**src/rtl/uart_inst_loader_pkg.sv**
```systemverilog
// Shared constants for the UART instruction loader: defaults, header byte and
// FSM state encodings for the loader and the byte receiver.
package uart_inst_loader_pkg;

    localparam int         BAUD_DIV_DEF = 434;
    localparam int         IADR_W_DEF   = 12;
    localparam logic [7:0] HDR_BYTE_DEF = 8'hA5;

    localparam logic [2:0] ST_IDLE  = 3'd0;
    localparam logic [2:0] ST_LEN0  = 3'd1;
    localparam logic [2:0] ST_LEN1  = 3'd2;
    localparam logic [2:0] ST_DATA  = 3'd3;
    localparam logic [2:0] ST_START = 3'd4;

    localparam logic [1:0] RX_IDLE  = 2'd0;
    localparam logic [1:0] RX_START = 2'd1;
    localparam logic [1:0] RX_DATA  = 2'd2;
    localparam logic [1:0] RX_STOP  = 2'd3;

endpackage

```
**src/rtl/uart_inst_loader_rx_byte.sv**
```systemverilog
// 8N1 UART byte receiver: two-flop synchroniser, mid-bit sampling, single-cycle
// byte_valid / frame_err pulses. There is no backpressure on either pulse.
module uart_rx_byte
    import uart_inst_loader_pkg::*;
#(
    parameter int BAUD_DIV = BAUD_DIV_DEF
) (
    input  logic       clk,
    input  logic       rst_n,
    input  logic       rx_i,
    output logic       byte_valid_o,
    output logic [7:0] byte_data_o,
    output logic       frame_err_o,
    output logic [1:0] dbg_state_o
);

    localparam int             CW      = $clog2(BAUD_DIV);
    localparam logic [CW-1:0]  HALF_M1 = CW'(BAUD_DIV / 2 - 1);
    localparam logic [CW-1:0]  FULL_M1 = CW'(BAUD_DIV - 1);

    logic [1:0]    sync_q;
    logic          prev_q;
    logic          rx_s;
    logic [1:0]    state_q, state_d;
    logic [CW-1:0] cnt_q, cnt_d;
    logic [2:0]    bit_q, bit_d;
    logic [7:0]    shreg_q, shreg_d;
    logic          bv_q, bv_d;
    logic          fe_q, fe_d;
    logic [7:0]    byte_q, byte_d;

    assign rx_s = sync_q[1];

    always_comb begin
        state_d = state_q;
        cnt_d   = cnt_q + 1'b1;
        bit_d   = bit_q;
        shreg_d = shreg_q;
        bv_d    = 1'b0;
        fe_d    = 1'b0;
        byte_d  = byte_q;
        case (state_q)
            RX_IDLE: begin
                cnt_d = '0;
                if (prev_q && !rx_s) state_d = RX_START;
            end
            RX_START: begin
                // A start bit that is high again at mid-bit is a glitch.
                if (cnt_q == HALF_M1) begin
                    cnt_d   = '0;
                    bit_d   = 3'd0;
                    state_d = rx_s ? RX_IDLE : RX_DATA;
                end
            end
            RX_DATA: begin
                if (cnt_q == FULL_M1) begin
                    cnt_d   = '0;
                    shreg_d = {rx_s, shreg_q[7:1]};
                    bit_d   = bit_q + 3'd1;
                    if (bit_q == 3'd7) state_d = RX_STOP;
                end
            end
            default: begin
                if (cnt_q == FULL_M1) begin
                    cnt_d   = '0;
                    state_d = RX_IDLE;
                    if (rx_s) begin
                        bv_d   = 1'b1;
                        byte_d = shreg_q;
                    end else begin
                        fe_d = 1'b1;
                    end
                end
            end
        endcase
    end

    always_ff @(posedge clk or negedge rst_n) begin
        if (!rst_n) begin
            sync_q  <= 2'b11;
            prev_q  <= 1'b1;
            state_q <= RX_IDLE;
            cnt_q   <= '0;
            bit_q   <= 3'd0;
            shreg_q <= 8'h00;
            bv_q    <= 1'b0;
            fe_q    <= 1'b0;
            byte_q  <= 8'h00;
        end else begin
            sync_q  <= {sync_q[0], rx_i};
            prev_q  <= rx_s;
            state_q <= state_d;
            cnt_q   <= cnt_d;
            bit_q   <= bit_d;
            shreg_q <= shreg_d;
            bv_q    <= bv_d;
            fe_q    <= fe_d;
            byte_q  <= byte_d;
        end
    end

    assign byte_valid_o = bv_q;
    assign byte_data_o  = byte_q;
    assign frame_err_o  = fe_q;
    assign dbg_state_o  = state_q;

endmodule

```
**src/rtl/uart_inst_loader.sv**
```systemverilog
// UART boot loader: parses HDR, LEN_L, LEN_H, then 4*N little-endian bytes,
// writes words to instruction RAM from address 0 and pulses cpu_start.
module uart_inst_loader
    import uart_inst_loader_pkg::*;
#(
    parameter int         BAUD_DIV = BAUD_DIV_DEF,
    parameter int         IADR_W   = IADR_W_DEF,
    parameter logic [7:0] HDR_BYTE = HDR_BYTE_DEF
) (
    input  logic              clk,
    input  logic              rst_n,
    input  logic              rx,
    output logic              inst_we,
    output logic [IADR_W-1:0] inst_wadr,
    output logic [31:0]       inst_wdata,
    output logic              cpu_start,
    output logic              loading,
    output logic              err,
    output logic [2:0]        dbg_state_o,
    output logic [1:0]        dbg_rx_state_o
);

    localparam int unsigned DEPTH = 32'd1 << IADR_W;

    logic        byte_valid;
    logic [7:0]  byte_data;
    logic        frame_err;

    uart_rx_byte #(.BAUD_DIV(BAUD_DIV)) u_rx (
        .clk          (clk),
        .rst_n        (rst_n),
        .rx_i         (rx),
        .byte_valid_o (byte_valid),
        .byte_data_o  (byte_data),
        .frame_err_o  (frame_err),
        .dbg_state_o  (dbg_rx_state_o)
    );

    logic [2:0]        state_q, state_d;
    logic [7:0]        len_lo_q, len_lo_d;
    logic [15:0]       left_q, left_d;
    logic [IADR_W-1:0] idx_q, idx_d;
    logic [1:0]        lane_q, lane_d;
    logic [31:0]       word_q, word_d;
    logic              we_q, we_d;
    logic [IADR_W-1:0] wadr_q, wadr_d;
    logic [31:0]       wdata_q, wdata_d;
    logic              start_q, start_d;
    logic              loading_q, loading_d;
    logic              err_q, err_d;
    logic [15:0]       len_full;

    always_comb begin
        state_d   = state_q;
        len_lo_d  = len_lo_q;
        left_d    = left_q;
        idx_d     = idx_q;
        lane_d    = lane_q;
        word_d    = word_q;
        we_d      = 1'b0;
        wadr_d    = wadr_q;
        wdata_d   = wdata_q;
        start_d   = 1'b0;
        loading_d = loading_q;
        err_d     = err_q;
        len_full  = {byte_data, len_lo_q};
        case (state_q)
            ST_IDLE: begin
                if (byte_valid && byte_data == HDR_BYTE) begin
                    err_d     = 1'b0;
                    loading_d = 1'b1;
                    state_d   = ST_LEN0;
                end
            end
            ST_LEN0: begin
                if (byte_valid) begin
                    len_lo_d = byte_data;
                    state_d  = ST_LEN1;
                end
            end
            ST_LEN1: begin
                if (byte_valid) begin
                    if (len_full == 16'd0) begin
                        state_d = ST_START;
                    end else if (32'(len_full) > DEPTH) begin
                        err_d     = 1'b1;
                        loading_d = 1'b0;
                        state_d   = ST_IDLE;
                    end else begin
                        left_d  = len_full;
                        idx_d   = '0;
                        lane_d  = 2'd0;
                        state_d = ST_DATA;
                    end
                end
            end
            ST_DATA: begin
                // Bytes shift in from the top so the first byte ends up in [7:0].
                if (byte_valid) begin
                    word_d = {byte_data, word_q[31:8]};
                    lane_d = lane_q + 2'd1;
                    if (lane_q == 2'd3) begin
                        we_d    = 1'b1;
                        wadr_d  = idx_q;
                        wdata_d = word_d;
                        idx_d   = IADR_W'(idx_q + 1'b1);
                        left_d  = left_q - 16'd1;
                        if (left_q == 16'd1) state_d = ST_START;
                    end
                end
            end
            ST_START: begin
                start_d   = 1'b1;
                loading_d = 1'b0;
                state_d   = ST_IDLE;
            end
            default: state_d = ST_IDLE;
        endcase
        if (frame_err && state_q != ST_START) begin
            err_d = 1'b1;
            if (state_q != ST_IDLE) begin
                loading_d = 1'b0;
                state_d   = ST_IDLE;
            end
        end
    end

    always_ff @(posedge clk or negedge rst_n) begin
        if (!rst_n) begin
            state_q   <= ST_IDLE;
            len_lo_q  <= 8'h00;
            left_q    <= 16'd0;
            idx_q     <= '0;
            lane_q    <= 2'd0;
            word_q    <= 32'h0;
            we_q      <= 1'b0;
            wadr_q    <= '0;
            wdata_q   <= 32'h0;
            start_q   <= 1'b0;
            loading_q <= 1'b0;
            err_q     <= 1'b0;
        end else begin
            state_q   <= state_d;
            len_lo_q  <= len_lo_d;
            left_q    <= left_d;
            idx_q     <= idx_d;
            lane_q    <= lane_d;
            word_q    <= word_d;
            we_q      <= we_d;
            wadr_q    <= wadr_d;
            wdata_q   <= wdata_d;
            start_q   <= start_d;
            loading_q <= loading_d;
            err_q     <= err_d;
        end
    end

    assign inst_we     = we_q;
    assign inst_wadr   = wadr_q;
    assign inst_wdata  = wdata_q;
    assign cpu_start   = start_q;
    assign loading     = loading_q;
    assign err         = err_q;
    assign dbg_state_o = state_q;

endmodule
```
**config.mk**
```make
export PLATFORM = sky130hd
export DESIGN_NAME = uart_inst_loader
export DESIGN_NICKNAME = d
export VERILOG_FILES = /design/src/rtl/uart_inst_loader_pkg.sv /design/src/rtl/uart_inst_loader_rx_byte.sv /design/src/rtl/uart_inst_loader.sv
export SDC_FILE = /design/constraint.sdc
export NUM_CORES = 1
export LEC_CHECK = 0
export BUFFER_PORTS_ARGS = -buffer_cell sky130_fd_sc_hd__buf_2
export CORE_UTILIZATION = 60
export CTS_CLUSTER_SIZE = 28
export DETAILED_ROUTE_END_ITERATION = 12
export GPL_TIMING_DRIVEN = 0
export PLACE_DENSITY = 0.8
export REMOVE_ABC_BUFFERS = 1
export SYNTH_ARGS = -nofsm -noshare
export SYNTH_HDL_FRONTEND = slang
export SYNTH_SLANG_ARGS = --single-unit
```
**constraint.sdc**
```tcl
create_clock -name clk -period 3.5 [get_ports clk]
set_input_delay 0.35 -clock clk [delete_from_list [all_inputs] [get_ports clk]]
set_output_delay 0.35 -clock clk [all_outputs]
set_load 0.1 [all_outputs]
```
Word level (Yosys, flattened, before mapping)
Cells that the tools add are included.

Flip-flop bits (word level): 156. Latch bits: 0. Bits in writable memories: 0. Memory bits (read-only): 0. Input bits: 3. Output and inout bits: 53. Logic and storage cells: 141. Memories kept: 0.

Add/subtract/negate cells: 5. $mul: 0. Divide/modulo/power cells: 0. $lt $le $gt $ge: 1. Eq/ne operators: 26. Shift operators: 0. Mux-type cells: 64. Bitwise logic cells: 1. Reductions and logical operators: 23.

Operators by type and width (count): $mux W16 (5); $mux W12 (5); $mux W3 (11); $pmux W16 S2 (1); $pmux W12 S2 (1); $mux W2 (11); $mux W1 (21); $mux W9 (2); $pmux W9 S2 (1); $eq A16 B1 Y1 const B (1); $gt A16 B13 Y1 const B (1); $logic_not A16 Y1 (1); $sub A16 B1 Y16 const B (1); $reduce_and A5 Y1 (3); $add A12 B1 Y12 const B (1); $ne A2 B1 Y1 const B (6); $ne A3 B3 Y1 const B (4); $pmux W3 S4 (1); $add A9 B1 Y9 const B (1); $eq A9 B8 Y1 const B (1); $eq A9 B9 Y1 const B (1); $reduce_and A3 Y1 (3); $reduce_bool A3 Y1 (3); $eq A8 B8 Y1 const B (1); other kinds (23) (33).

Depth between registers and ports, before layout
Depth in word-level cells: 7. Gate-level depth with buffers: 9. Mapped depth without buffers: 7.

Cells and area by module
From an unflattened synthesis, not the netlist that was laid out.

Cell total of the unflattened synthesis: 618. Area, all modules: 6650.1 um^2.

Modules (own cells, without submodules): uart_inst_loader (instances 1, cells an instance 493, area each 5029.8 um^2, sequential area each 2827.7 um^2); uart_rx_byte (instances 1, cells an instance 125, area each 1620.3 um^2, sequential area each 879.6 um^2).

Worst setup path before layout
No wires, ideal clock.

Path kind: register to register. From: register state_q[0] (netlist: dbg_state_o[0]). To: register left_q[15]. Setup time: 82 ps. Data arrival time: 2599 ps. Required time: 3418 ps. Path slack: 819 ps. Stages on the path, launching flop included: 9. Path buffers: 3. Clock period less this slack: 2681 ps. Path through: dfrtp_1 > clkbuf_1 > and4b_1 > clkbuf_1 > nand2_1 > inv_2 > buf_1 > o21ai_0 > a31oi_1.

Word-level cells in the longest chain between the ends: 3. Elaborated cells on any way between the ends: 10. Classes of those cells: eq/ne: 7; mux: 1; reduce/logical: 2.

RTL lines: start: declaration (RTL line uart_inst_loader.sv:39) `logic [2:0] state_q, state_d;`; start signal: assignment (RTL line uart_inst_loader.sv:143) `state_q <= state_d;`; $eq A3 B2 Y1 (RTL line uart_inst_loader.sv:67) `case (state_q)`; $ne A2 B1 Y1 (no line), or another cell as far along; $reduce_and A6 Y1 (no line); end signal: assignment (RTL line uart_inst_loader.sv:145) `left_q <= left_d;`; end: declaration (RTL line uart_inst_loader.sv:41) `logic [15:0] left_q, left_d;`.

Several ways; a longest one is shown, not always the timed one. A chain may end at the register's enable or synchronous reset.

Final worst setup path
From: register state_q[2] (netlist: dbg_state_o[2]). To: register left_q[2].

The elaborated chain is that of the path after synthesis.

==> flow_summary.json <==
{
  "fin_crit_sh": 0.9382,
  "initial_utilization": 0.6296,
  "gr-usage-all-layers": 0.2642,
  "startpoint_type": "flop",
  "clk_pin_slew_ns": 0.06,
  "finalWeightedCongestion": 0.8804,
  "crit_buf_inv": 2,
  "core_area_um2": 10460,
  "syn_inst": 683,
  "ys_types": 60,
  "hold_class": "flop to flop",
  "ys_seq_elements": 148,
  "cpPeakStageDelay_ns": 0.68,
  "fin_nets": 748,
  "critPathArrivalTime_ns": 3.73,
  "drive_gt1_frac": 0.1696,
  "cts_max_level": 4,
  "drv_slew": 0,
  "clockBufferDepth": 2,
  "utilization": 0.7185,
  "fp.dieW_um": 106.8,
  "crit_type": "flop to flop",
  "syn2layout_area_growth_pct": 14.11,
  "wirelength_um": 14350,
  "synth_edf_count": 0,
  "max_freq_mhz": 304.5,
  "cap_violations": 0,
  "yosys.area.top_type": "dfrtp_1",
  "num_vias": 5172,
  "status": "completed",
  "crit_path_cell_trace": "and4b_2 > nand2_2 > buf_12 > inv_4 > a31o_2 > o21ai_0 > a22oi_1",
  "hold_slack_ns": 0.3582,
  "cts_tree": "yes",
  "final_common_cell": "nand2_1",
  "dp_cells": 846,
  "tightest_slew_ns": 1.151,
  "worstSetupEndpointType": "flop",
  "slowest_stage": "and4b_2",
  "cts-buffers-inserted": 17,
  "pre_cts_slack_ns": -0.6398,
  "crit_start": "dbg_state_o[2]",
  "drt_iter0_drc": 373,
  "avgSynthCellArea_um2": 9.645,
  "min_from": "u_rx.sync_q[0]",
  "wl_per_cell_um": 16.32,
  "grt_max_degree": 81,
  "ioPinCount": 56,
  "r2r_start": "dbg_state_o[2]",
  "clock-sinks": 148,
  "critical_path.top_delay_family": "simple AND/OR/NAND/NOR gates",
  "netlist_area_um2": 6588,
  "io_buffers": 55,
  "setup_ws_ns": 0.2162,
  "finalSetupViolCount": 0,
  "antenna_found_initial": 0,
  "vdd_drop_max_mv": 0.2614,
  "synthFlopType": "dfrtp_1",
  "cp_max_fo": 53,
  "layoutNonFillerInstCount": 879,
  "drc": 0,
  "clk_root_buffer_cell": "clkbuf_8",
  "place_hpwl_um": 8980,
  "n_antenna_cell": 0,
  "final_cell_mix": "225 x nand2_1, 145 x dfrtp_1, 54 x buf_2",
  "first_global_vias": 4938,
  "fin_crit_ns": 3.284,
  "slew_headroom": 0.2269,
  "avgViaCountPerCell": 5.884,
  "rsz0062_at_grt": "false",
  "clk_latency_ns": 0.53,
  "netlist_top_cells_area": "dfrtp_1 55%, nand2_1 13%, mux2_2 4.3%",
  "yosysWarnings": 0,
  "grt_pass1_wl_um": 23470,
  "overflow": 0,
  "async_reset_ff_frac": 1.000,
  "synth_top_cell_area_share": 0.5508,
  "num_rows": 37,
  "required_ns": 3.95,
  "ant_nets": 0,
  "p_leak_uw": 0.003977,
  "hold_violations": 0,
  "die_h_um": 106.8,
  "dieArea_um2": 11400,
  "first_pass_iters": 4,
  "yosysSeqAreaShare": 0.5628,
  "fin_skew_ns": 0.009499,
  "power_density_nw_per_um2": 501.3
}
[cell usage after synthesis, types with 5 or more instances]
cell        n
nand2_1   226
dfrtp_1   145
nor2_1     34
mux2_2     25
a21oi_1    21
clkbuf_1   21
o21ai_1    20
inv_1      18
o21ai_0    17
nand3_1    15
ha_1       14
nor3_1      9
a31oi_1     7
and3_1      7
nand4_1     6
buf_1       5
or3_1       5
or4_1       5
xor2_1      5
[where the power goes]
part           total (uW)  internal (uW)  switching, uW
registers            1790           1740           46.3
clock network        1660            956            702
logic                 321           84.7            237
total                3770           2780            985
[cell type report]
type | instances | area (um2)
Sequential cell | 148 | 3707
Fill cell | 743 | 2945
Multi-Input combinational cell | 486 | 2680
Clock buffer | 19 | 431.7
Timing Repair Buffer | 59 | 349.1
Tap cell | 136 | 170.2
Clock inverter | 12 | 105.1
Inverter | 19 | 73.82
[state kept, by name, summed over array words and instances, names as in the netlist, 2 cells and up]
| signal | cells |
|---|---|
| lane_q | 2 |
| len_lo_q | 8 |
| left_q | 16 |
| u_rx.shreg_q | 8 |
| inst_wadr | 12 |
| u_rx.bit_q | 3 |
| word_q | 24 |
| u_rx.sync_q | 2 |
| u_rx.cnt_q | 9 |
| idx_q | 12 |
| u_rx.byte_data_o | 8 |
| u_rx.dbg_state_o | 2 |
| dbg_state_o | 3 |
| inst_wdata | 32 |
[path summary, 6_finish.rpt]
| kind | endpoint | slack, ns | cells past startpoint |
|---|---|---|---|
| max | left_q[2] | 0.22 | 7 |
| min | u_rx.sync_q[1] | 0.36 | 0 |
| max reg2reg | left_q[2] | 0.22 | 7 |
| min reg2reg | u_rx.sync_q[1] | 0.36 | 0 |
| max in group asynchronous | word_q[28] | 2.28 | 3 |
| min in group asynchronous | u_rx.cnt_q[3] | 0.43 | 2 |
[worst register-to-register path, cell delays in order, from the launching register on]
cell and delay, ns:
dfrtp_1 0.50, and4b_2 0.68, nand2_2 0.43, buf_12 0.31
inv_4 0.46, a31o_2 0.49, o21ai_0 0.17, a22oi_1 0.16
[routing by layer]
metal  vias up  routed length (um)  global-route usage
li1       2419                   -                   -
met1      2581                6232              0.3385
met3        25                 551             0.06444
met5         -                   0                   0
met4         0                 241             0.08219
met2       147                7321              0.4447
[timing repair]
action,4_1_cts,5_1_grt
setup buffers,0,0
hold endpoints to repair,77,0
cloned,0,0
endpoints found under the setup margin,25,13
resized for setup,2,1
hold buffers,2,0
[through the flow]
step / area (um2) / TNS, ns / power, uW
after floorplan: 6455 / -19.66 / 2032
final: 7517 / 0 / 3768
after CTS: 7517 / 0 / 3783
after global placement: 6900 / -69.49 / 2112
after detailed placement: 6957 / -8.236 / 2138
after global routing: 7517 / 0 / 3902
[cells by family after synthesis]
| kind of cell | Yosys count | synth area share |
|---|---|---|
| multiplexers | 26 | 0.04425 |
| XOR/XNOR | 7 | 0.009307 |
| buffers and inverters | 49 | 0.03096 |
| adder cells (fa/ha/maj) | 14 | 0.02659 |
| AND/OR/NAND/NOR | 339 | 0.2264 |
| AO/OA/AOI/OAI | 100 | 0.09972 |
| flip-flops | 148 | 0.5628 |
No activity file was read; power rests on OpenSTA's default activity.
